**config.mk**
```make
export PLATFORM = sky130hd
export DESIGN_NAME = bram_burst_ctrl_flat
export DESIGN_NICKNAME = d
export VERILOG_FILES = /design/src/rtl/bram_burst_ctrl_if.sv /design/src/rtl/bram_burst_ctrl.sv /design/src/flat_wrapper.sv
export SDC_FILE = /design/constraint.sdc
export NUM_CORES = 1
export LEC_CHECK = 0
export BUFFER_PORTS_ARGS = -buffer_cell sky130_fd_sc_hd__clkbuf_2
export CAP_MARGIN = 20
export CORE_UTILIZATION = 56
export CTS_CLUSTER_DIAMETER = 30
export DETAILED_ROUTE_END_ITERATION = 6
export GPL_TIMING_DRIVEN = 1
export MAX_ROUTING_LAYER = met4
export PLACE_DENSITY = 0.78
export SYNTH_ARGS = -nofsm -noshare
export SYNTH_HDL_FRONTEND = slang
export SYNTH_SLANG_ARGS = --single-unit
```
**constraint.sdc**
```tcl
create_clock -name clk_i -period 4.65 [get_ports clk_i]
set_clock_uncertainty 0.1 [all_clocks]
set_input_delay 0.2325 -clock clk_i [delete_from_list [all_inputs] [get_ports clk_i]]
set_output_delay 0.2325 -clock clk_i [all_outputs]
set_load 0.02 [all_outputs]
```
**src/rtl/bram_burst_ctrl_if.sv**
```systemverilog
// Host-side channels of the BRAM burst controller:
// command, write-beat and read-beat valid/ready streams.
interface bram_burst_ctrl_if #(
    parameter int ADDR_WIDTH = 13,
    parameter int DATA_WIDTH = 32,
    parameter int LEN_WIDTH  = 8
);
    logic                  cmd_valid;
    logic                  cmd_ready;
    logic                  cmd_write;
    logic [ADDR_WIDTH-1:0] cmd_addr;
    logic [LEN_WIDTH-1:0]  cmd_len;
    logic                  wr_valid;
    logic                  wr_ready;
    logic [DATA_WIDTH-1:0] wr_data;
    logic                  rd_valid;
    logic                  rd_ready;
    logic [DATA_WIDTH-1:0] rd_data;

    modport master (
        output cmd_valid, cmd_write, cmd_addr, cmd_len,
        output wr_valid, wr_data, rd_ready,
        input  cmd_ready, wr_ready, rd_valid, rd_data
    );

    modport slave (
        input  cmd_valid, cmd_write, cmd_addr, cmd_len,
        input  wr_valid, wr_data, rd_ready,
        output cmd_ready, wr_ready, rd_valid, rd_data
    );
endinterface

```
**src/rtl/bram_burst_ctrl.sv**
```systemverilog
// Burst read/write initiator for a single-port synchronous BRAM;
// read latency is absorbed by a credit-limited 4-entry output FIFO.
module bram_burst_ctrl #(
    parameter int ADDR_WIDTH = 13,
    parameter int DATA_WIDTH = 32,
    parameter int LEN_WIDTH  = 8
) (
    input  logic                  clk_i,
    input  logic                  rst_i,
    bram_burst_ctrl_if.slave      bus,
    output logic                  busy_o,
    output logic                  mem_we_o,
    output logic [ADDR_WIDTH-1:0] mem_addr_o,
    output logic [DATA_WIDTH-1:0] mem_din_o,
    input  logic [DATA_WIDTH-1:0] mem_dout_i
);
    typedef enum logic [1:0] {
        IDLE, WRITE, READ, DRAIN
    } state_e;

    state_e                state_q;
    logic                  cmd_ready_q;
    logic                  wr_ready_q;
    logic                  mem_we_q;
    logic [ADDR_WIDTH-1:0] mem_addr_q;
    logic [DATA_WIDTH-1:0] mem_din_q;
    logic [ADDR_WIDTH-1:0] addr_q;
    logic [LEN_WIDTH-1:0]  rem_q;
    // [0]: address on BRAM port, [1]: data on mem_dout
    logic [1:0]            pipe_q;
    logic [DATA_WIDTH-1:0] fifo_q [4];
    logic [1:0]            wptr_q;
    logic [1:0]            rptr_q;
    logic [2:0]            cnt_q;

    logic       cmd_fire;
    logic       wr_fire;
    logic       pop;
    logic       capture;
    logic [2:0] inflight;
    logic       credit;
    logic       issue;

    assign cmd_fire = bus.cmd_valid & cmd_ready_q;
    assign wr_fire  = bus.wr_valid & wr_ready_q;
    assign pop      = (cnt_q != 3'd0) & bus.rd_ready;
    assign capture  = pipe_q[1];
    assign inflight = {2'b0, pipe_q[0]} + {2'b0, pipe_q[1]};
    assign credit   = (cnt_q + inflight) < 3'd4;
    assign issue    = (state_q == IDLE && cmd_fire && !bus.cmd_write)
                   || (state_q == READ && credit);

    always_ff @(posedge clk_i) begin
        if (rst_i) begin
            state_q     <= IDLE;
            cmd_ready_q <= 1'b0;
            wr_ready_q  <= 1'b0;
            mem_we_q    <= 1'b0;
            mem_addr_q  <= '0;
            mem_din_q   <= '0;
            addr_q      <= '0;
            rem_q       <= '0;
            pipe_q      <= '0;
            wptr_q      <= '0;
            rptr_q      <= '0;
            cnt_q       <= '0;
            for (int i = 0; i < 4; i++) fifo_q[i] <= '0;
        end else begin
            mem_we_q <= 1'b0;
            pipe_q   <= {pipe_q[0], issue};
            if (capture) begin
                fifo_q[wptr_q] <= mem_dout_i;
                wptr_q         <= wptr_q + 2'd1;
            end
            if (pop) rptr_q <= rptr_q + 2'd1;
            cnt_q <= cnt_q + {2'b0, capture} - {2'b0, pop};

            unique case (state_q)
                IDLE: begin
                    cmd_ready_q <= 1'b1;
                    if (cmd_fire) begin
                        cmd_ready_q <= 1'b0;
                        if (bus.cmd_write) begin
                            state_q    <= WRITE;
                            wr_ready_q <= 1'b1;
                            addr_q     <= bus.cmd_addr;
                            rem_q      <= bus.cmd_len;
                        end else begin
                            mem_addr_q <= bus.cmd_addr;
                            addr_q     <= bus.cmd_addr + ADDR_WIDTH'(1);
                            rem_q      <= bus.cmd_len - LEN_WIDTH'(1);
                            state_q    <= (bus.cmd_len == '0) ? DRAIN : READ;
                        end
                    end
                end
                WRITE: begin
                    if (wr_fire) begin
                        mem_we_q   <= 1'b1;
                        mem_addr_q <= addr_q;
                        mem_din_q  <= bus.wr_data;
                        addr_q     <= addr_q + ADDR_WIDTH'(1);
                        rem_q      <= rem_q - LEN_WIDTH'(1);
                        if (rem_q == '0) begin
                            state_q     <= IDLE;
                            wr_ready_q  <= 1'b0;
                            cmd_ready_q <= 1'b1;
                        end
                    end
                end
                READ: begin
                    if (issue) begin
                        mem_addr_q <= addr_q;
                        addr_q     <= addr_q + ADDR_WIDTH'(1);
                        rem_q      <= rem_q - LEN_WIDTH'(1);
                        if (rem_q == '0) state_q <= DRAIN;
                    end
                end
                DRAIN: begin
                    if (pipe_q == 2'b00 && cnt_q == 3'd0) begin
                        state_q     <= IDLE;
                        cmd_ready_q <= 1'b1;
                    end
                end
                default: state_q <= IDLE;
            endcase
        end
    end

    assign bus.cmd_ready = cmd_ready_q;
    assign bus.wr_ready  = wr_ready_q;
    assign bus.rd_valid  = (cnt_q != 3'd0);
    assign bus.rd_data   = fifo_q[rptr_q];
    assign busy_o        = (state_q != IDLE);
    assign mem_we_o      = mem_we_q;
    assign mem_addr_o    = mem_addr_q;
    assign mem_din_o     = mem_din_q;
endmodule
```
**src/flat_wrapper.sv**
```systemverilog
// flat-port wrapper written by rule: the top's interface ports become plain ports
module bram_burst_ctrl_flat 
#(
    parameter int ADDR_WIDTH = 13,
    parameter int DATA_WIDTH = 32,
    parameter int LEN_WIDTH  = 8
)
  (clk_i, rst_i, busy_o, mem_we_o, mem_addr_o, mem_din_o, mem_dout_i, bus_cmd_valid, bus_cmd_write, bus_cmd_addr, bus_cmd_len, bus_wr_valid, bus_wr_data, bus_rd_ready, bus_cmd_ready, bus_wr_ready, bus_rd_valid, bus_rd_data);
  bram_burst_ctrl_if #(.ADDR_WIDTH(ADDR_WIDTH), .DATA_WIDTH(DATA_WIDTH), .LEN_WIDTH(LEN_WIDTH)) bus_i ();
  input  logic clk_i;
  input  logic rst_i;
  output logic busy_o;
  output logic mem_we_o;
  output logic [ADDR_WIDTH-1:0] mem_addr_o;
  output logic [DATA_WIDTH-1:0] mem_din_o;
  input  logic [DATA_WIDTH-1:0] mem_dout_i;
  input wire logic [$bits(bus_i.cmd_valid)-1:0] bus_cmd_valid;
  input wire logic [$bits(bus_i.cmd_write)-1:0] bus_cmd_write;
  input wire logic [$bits(bus_i.cmd_addr)-1:0] bus_cmd_addr;
  input wire logic [$bits(bus_i.cmd_len)-1:0] bus_cmd_len;
  input wire logic [$bits(bus_i.wr_valid)-1:0] bus_wr_valid;
  input wire logic [$bits(bus_i.wr_data)-1:0] bus_wr_data;
  input wire logic [$bits(bus_i.rd_ready)-1:0] bus_rd_ready;
  output wire logic [$bits(bus_i.cmd_ready)-1:0] bus_cmd_ready;
  output wire logic [$bits(bus_i.wr_ready)-1:0] bus_wr_ready;
  output wire logic [$bits(bus_i.rd_valid)-1:0] bus_rd_valid;
  output wire logic [$bits(bus_i.rd_data)-1:0] bus_rd_data;
  assign bus_i.cmd_valid = bus_cmd_valid;
  assign bus_i.cmd_write = bus_cmd_write;
  assign bus_i.cmd_addr = bus_cmd_addr;
  assign bus_i.cmd_len = bus_cmd_len;
  assign bus_i.wr_valid = bus_wr_valid;
  assign bus_i.wr_data = bus_wr_data;
  assign bus_i.rd_ready = bus_rd_ready;
  assign bus_cmd_ready = bus_i.cmd_ready;
  assign bus_wr_ready = bus_i.wr_ready;
  assign bus_rd_valid = bus_i.rd_valid;
  assign bus_rd_data = bus_i.rd_data;
  bram_burst_ctrl #(.ADDR_WIDTH(ADDR_WIDTH), .DATA_WIDTH(DATA_WIDTH), .LEN_WIDTH(LEN_WIDTH)) u_core (.clk_i(clk_i), .rst_i(rst_i), .bus(bus_i), .busy_o(busy_o), .mem_we_o(mem_we_o), .mem_addr_o(mem_addr_o), .mem_din_o(mem_din_o), .mem_dout_i(mem_dout_i));
endmodule
```
-- Word-level counts from Yosys, hierarchy flattened
Memories as Yosys holds them, arrays and structs flattened. A register that Yosys moved wholly into a read port is not among the register bits.
Index checks and enable logic that the tools add are counted.
- $add $sub $neg: 10
- order comparisons: 1
- equal/unequal tests: 11
- mux-type cells: 45
- bitwise logic cells: 4
- reductions and logical operators: 24
- operators with widths (operator ; count):
    13-bit 2-to-1 mux ; 8
    13-bit one-hot mux with 3 select lines ; 2
    32-bit 2-to-1 mux ; 1
    8-bit 2-to-1 mux ; 4
    32-bit OR reduction ; 1
    13-bit by 1-bit adder with 13-bit output (second input constant) ; 2
    8-bit one-hot mux with 3 select lines ; 1
    2-bit 2-to-1 mux ; 10
    8-bit logical NOT ; 2
    1-bit 2-to-1 mux ; 16
    8-bit by 1-bit subtractor with 8-bit output (second input constant) ; 2
    2-bit by 1-bit inequality test with 1-bit output (second input constant) ; 5
    5-bit AND reduction ; 2
    3-bit nonzero test ; 3
    2-bit one-hot mux with 4 select lines ; 1
    4-bit AND reduction ; 2
    2-bit inequality test (second input constant) ; 3
    6-bit AND reduction ; 1
    2-bit by 1-bit adder with 2-bit output (second input constant) ; 2
    2-bit == test (second input constant) ; 2
    1-bit logical AND ; 4
    2-bit logical NOT ; 2
    2-bit nonzero test ; 2
    3-bit by 1-bit adder with 3-bit output ; 1
    other kinds (14) ; 16
- flip-flop bits (word level): 80
- memory bits (writable): 128
- input port bits: 91
- output and inout bits: 82
- logic and storage cells: 108
- memories kept: 1
- memories (name ; words ; bits a word ; rd ports ; clocked after Yosys merged registers in ; wr ports ; RTL line ; RTL):
    u_core.fifo_q ; 4 ; 32 ; 1 ; 1 ; 4 ; bram_burst_ctrl.sv:31 ; logic [DATA_WIDTH-1:0] fifo_q [4];

-- Logic depth before layout (Yosys ltp)
- depth after elaboration: 7
- depth in mapped cells: 8
- mapped depth without buffers: 8

-- Worst setup path after synthesis
Ideal clock, no wire load.
- path kind: register to register
- start point: reg u_core.wptr_q[0]
- end point: mem u_core.fifo_q[2][0] (enable)
- library setup time: 0.466 ns
- data arrival time: 2.911 ns
- required time: 4.084 ns
- path slack: 1.174 ns
- cell stages (with the launch flop): 4
- buffers on the path: 1
- clock period less this slack: 3.476 ns
- path through: dfxtp_1 > nand2b_1 > clkbuf_1 > o21ai_0
- RTL lines (item ; RTL line ; RTL):
    start: declaration ; bram_burst_ctrl.sv:32 ; logic [1:0] wptr_q;
    start signal: assignment ; bram_burst_ctrl.sv:73 ; wptr_q <= wptr_q + 2'd1;
    end: declaration ; bram_burst_ctrl.sv:31 ;

-- Final worst setup path
- start point: reg u_core.pipe_q[1]
- end point: reg u_core.addr_q[12]
- word-level cells in the longest chain between the ends: 7
- ends and longest elaborated chain (item ; RTL line ; RTL):
    start: declaration ; bram_burst_ctrl.sv:30 ; logic [1:0] pipe_q;
    start signal: assignment ; bram_burst_ctrl.sv:70 ; pipe_q <= {pipe_q[0], issue};
    1-bit by 1-bit adder with 2-bit output ; bram_burst_ctrl.sv:48 ; assign inflight = {2'b0, pipe_q[0]} + {2'b0, pipe_q[1]};
    3-bit adder ; bram_burst_ctrl.sv:49 ; assign credit = (cnt_q + inflight) < 3'd4;
    3-bit less-than comparator ; bram_burst_ctrl.sv:49 ;
    1-bit logical AND ; bram_burst_ctrl.sv:51 ; || (state_q == READ && credit);
    1-bit logical OR ; bram_burst_ctrl.sv:51 ;
    2-bit by 1-bit inequality test with 1-bit output (no source line) ; - ;
    4-bit AND reduction (no source line) ; - ;
    end signal: assignment ; bram_burst_ctrl.sv:86 ; addr_q <= bus.cmd_addr;
    end signal: assignment ; bram_burst_ctrl.sv:90 ; addr_q <= bus.cmd_addr + ADDR_WIDTH'(1);
    end signal: assignment ; bram_burst_ctrl.sv:101 ; addr_q <= addr_q + ADDR_WIDTH'(1);
    end: declaration ; bram_burst_ctrl.sv:27 ; logic [ADDR_WIDTH-1:0] addr_q;
No other way between the ends.
A chain may end at the register's enable or synchronous reset.

==> qor.csv <==
stage,metric,value,unit
synth,async_flop_share,0,%
synth,yosysWarnings,0,
worst_setup_path,endpoint,u_core.addr_q[12]$_SDFFE_PP0P_,
synth,ys_types,57,
power_and_ir_drop,comb_power_share,27.3,%
routing,vias_per_cell,5.58,
power_and_ir_drop,power.share.clock,39.3,%
synth,synth_top_area_share,40.0,%
grt,antenna_found_initial,0,
synth,ys.flop_type,edfxtp_1,
cts,clk_pin_slew_worst_paths,0.04,ns
worst_setup_path,reg2reg_depth,7,
layout,utilization,76.1,%
power_and_ir_drop,p_int,4.97,mW
sta,setup-violations-final,0,
layout,final_common_cell,clkbuf_2,
grt,grt_pass1_vias,7934,
power_and_ir_drop,power,7.37,mW
placement,dp_cells,1224,
routing,dr.pass1.iters,5,
cts,clkLatencyLatePin,0.52,ns
synth,syn_avg_cell_area,11.0,um2
hold_path,hp-class,in -> reg,
synth,synth-edff-count,128,
synth,synth_top_family_by_area,simple AND/OR/NAND/NOR gates,
worst_setup_path,critical_path_required,4.97,ns
sta,finalHoldViolCount,0,
synth,synthMuxAreaShare,9.18,%
synth,synth-simple-area-share,15.5,%
sta,relSlewSlack,37.0,%
placement,gp_congestion,0.869,
floorplan,die_y,133,um
power_and_ir_drop,pwr-share-seq,33.4,%
cts,clockRootBuffer,clkbuf_16,
routing,postRouteAntennaNets,0,
cts,cts_buffers,40,
synth,synth.cell_area,9600,um2
sta,finalCritPeriodShare,59.1,%
cts,cts_tree,built,
sta,fin_ws,1.90,ns
worst_setup_path,rr_endpoint,u_core.addr_q[12]$_SDFFE_PP0P_,
floorplan,ios,173,
worst_setup_path,r2r_slack,1.90,ns
floorplan,core_area,16600,um2
cts,post_cts_buffers,0,
worst_setup_path,reg2reg_from,u_core.pipe_q[1]$_SDFF_PP0_,
power_and_ir_drop,p_sw,2.41,mW
sta,fmaxAchievable,364,MHz
layout,num_antenna_cells,0,
layout,layout.cells.non_filler,1362,
sta,worstMarginPinSlew,0.942,ns
floorplan,die_w,133,um
layout,final_cell_mix,"clkbuf_2 (172), nand2_1 (133), edfxtp_1 (128), nor2_1 (103), dfxtp_1 (81)",
floorplan,row_count,47,
worst_setup_path,crit_fanout,25,
layout,nFillCells,1010,
placement,place_ws,1.91,ns
synth,synth-seq-cells,210,
cts,cts.sinks,210,
cts,cts_max_level,2,
routing,initialDrtViolationCount,539,
floorplan,die_area,17700,um2
routing,drc,0,
power_and_ir_drop,swShare,32.6,%
layout,area_growth,31.9,%
sta,period_minus_slack,2.75,ns
worst_setup_path,setup.worst_path.end_class,flop,
synth,synth_top_cell_by_area,edfxtp_1,
worst_setup_path,start_kind,flop,
synth,synthXorXnorAreaFrac,2.10,%
power_and_ir_drop,p_per_area,582,nW/um2
synth,synth_compound_area_share,9.41,%
sta,maxSlewViolCount,0,
grt,grtUsageTotal,28.8,%
synth,synthTopCellsByArea,"edfxtp_1 (40%), dfxtp_1 (17%), mux4_2 (7.5%)",
routing,vias,7601,
worst_setup_path,path_class,reg -> reg,
routing,routedWlPerCell,17.9,um
worst_setup_path,cp.arrival,3.07,ns
sta,setup_tns,0,ns
worst_setup_path,crit_start,u_core.pipe_q[1]$_SDFF_PP0_,
power_and_ir_drop,p_leak,5.16,nW
placement,hpwl,13500,um
layout,fin_nets,1221,
outcome,status,"finished, final reports clean",
power_and_ir_drop,ir_drop,0.463,mV
grt,grt_max_degree,59,
floorplan,start_util,57.7,%
sta,rsz0062_at_grt,false,
grt,grt-ovfl-total,0,
synth,syn-instance-count,872,
synth,synth_seq_area_share,57.1,%
routing,finalWirelength,24300,um
run,maxCapViolations,0,
grt,grt_pass1_wl,38800,um
synth,syn_nets,981,
layout,drive_gt1_share,26.0,%
cts,clockBufferDepth,3,
synth,synthAdderAreaFrac,2.42,%
placement,port-buffer-count,172,
-- cell families (layout without fill, tap and decap cells) --
family | count (synthesis) | after routing
adders and majority gates | 18 | 18
muxes | 48 | 48
and+or+nand+nor | 332 | 332
DFF | 210 | 210
buffers and inverters | 102 | 372
xor gates and xnor gates | 23 | 23
AOI/OAI and AO/OA | 139 | 139
-- critical path: stages (launching register included) --
cell and delay, ns:
dfxtp_1 0.39, inv_1 0.15, ha_1 0.31, a31oi_1 0.08, xnor2_1 0.55, a21o_1 0.70
o21ai_0 0.19, a21oi_1 0.19
-- cell usage after synthesis (all sizes together), types with 3 or more instances --
master / instances
ha: 17
nand2b: 3
nor3: 6
nand4b: 3
a211oi: 16
xor2: 9
nand3: 13
o211ai: 8
o22ai: 3
edfxtp: 128
mux4: 32
dfxtp: 82
or3: 4
nor3b: 3
o32a: 3
nand2: 133
o32ai: 4
clkbuf: 37
a31oi: 6
o31ai: 6
inv: 50
and3: 5
a21oi: 57
o21a: 5
xnor2: 14
nor2: 104
and2: 38
nor4: 6
nand4: 4
nor2b: 5
o21ai: 22
buf: 14
mux2i: 16
-- per-layer routing --
metal / GRT usage, % / part of all wire [%]
met1: 32.7 / 39
met2: 51.1 / 52
met3: 5.21 / 6.6
met4: 9.64 / 2.2
met5: - / 0
-- worst min-delay path by stage --
stage / cells past startpoint / to / start
floorplan: 2 / u_core.mem_din_o[0]$_SDFFE_PP0P_ / bus_wr_data[0]
global placement: 2 / u_core.mem_din_o[8]$_SDFFE_PP0P_ / u_core.mem_din_o[8]$_SDFFE_PP0P_
detailed placement: 2 / u_core.mem_din_o[10]$_SDFFE_PP0P_ / u_core.mem_din_o[10]$_SDFFE_PP0P_
CTS: 3 / u_core.mem_addr_o[0]$_SDFFE_PP0P_ / bus_cmd_addr[0]
global route: 4 / u_core.rem_q[0]$_SDFFE_PP0P_ / bus_cmd_len[0]
finish: 3 / u_core.mem_addr_o[0]$_SDFFE_PP0P_ / bus_cmd_addr[0]
-- flip-flops by register name, indices dropped and copies added, names as in the netlist, named ones only --
signal / cells
u_core.addr_q: 13
u_core.bus.cmd_ready: 1
u_core.bus.wr_ready: 1
u_core.cnt_q: 3
u_core.fifo_q: 128
u_core.mem_addr_o: 13
u_core.mem_din_o: 32
u_core.mem_we_o: 1
u_core.pipe_q: 2
u_core.rem_q: 8
u_core.rptr_q: 2
u_core.state_q: 2
u_core.wptr_q: 2
-- power by group through the flow --
stage | logic, mW | registers [mW] | clock network (mW)
finish | 2.01 | 2.46 | 2.90
detailed placement | 1.95 | 2.49 | 0
global route | 2.21 | 2.50 | 3.01
floorplan | 1.46 | 2.47 | 0
global placement | 1.91 | 2.48 | 0
CTS | 2.02 | 2.46 | 2.92
-- area by class of cell --
cell class / count / area [um2] / share of cell area [%]
Sequential cell: 210 / 5490 / 43.3
Multi-Input combinational cell: 560 / 3730 / 29.4
Timing Repair Buffer: 249 / 1600 / 12.7
Clock buffer: 52 / 1120 / 8.81
Tap cell: 220 / 275 / 2.17
Clock inverter: 20 / 264 / 2.08
Inverter: 51 / 191 / 1.51
-- what timing repair did --
action,in CTS,in global routing
hold endpoints to repair,120,0
hold buffers,66,0
resized for setup,0,0
-- through the flow --
| stage | area (um2) | hold slack, ns |
|---|---|---|
| after floorplan | 9600 | 0.269 |
| after global placement | 10600 | 0.341 |
| final | 12700 | 0.00304 |
| after detailed placement | 10600 | 0.349 |
| after CTS | 12700 | 0.00228 |
| after global routing | 12700 | 0.0272 |
Power figures use the tool's default switching activity.
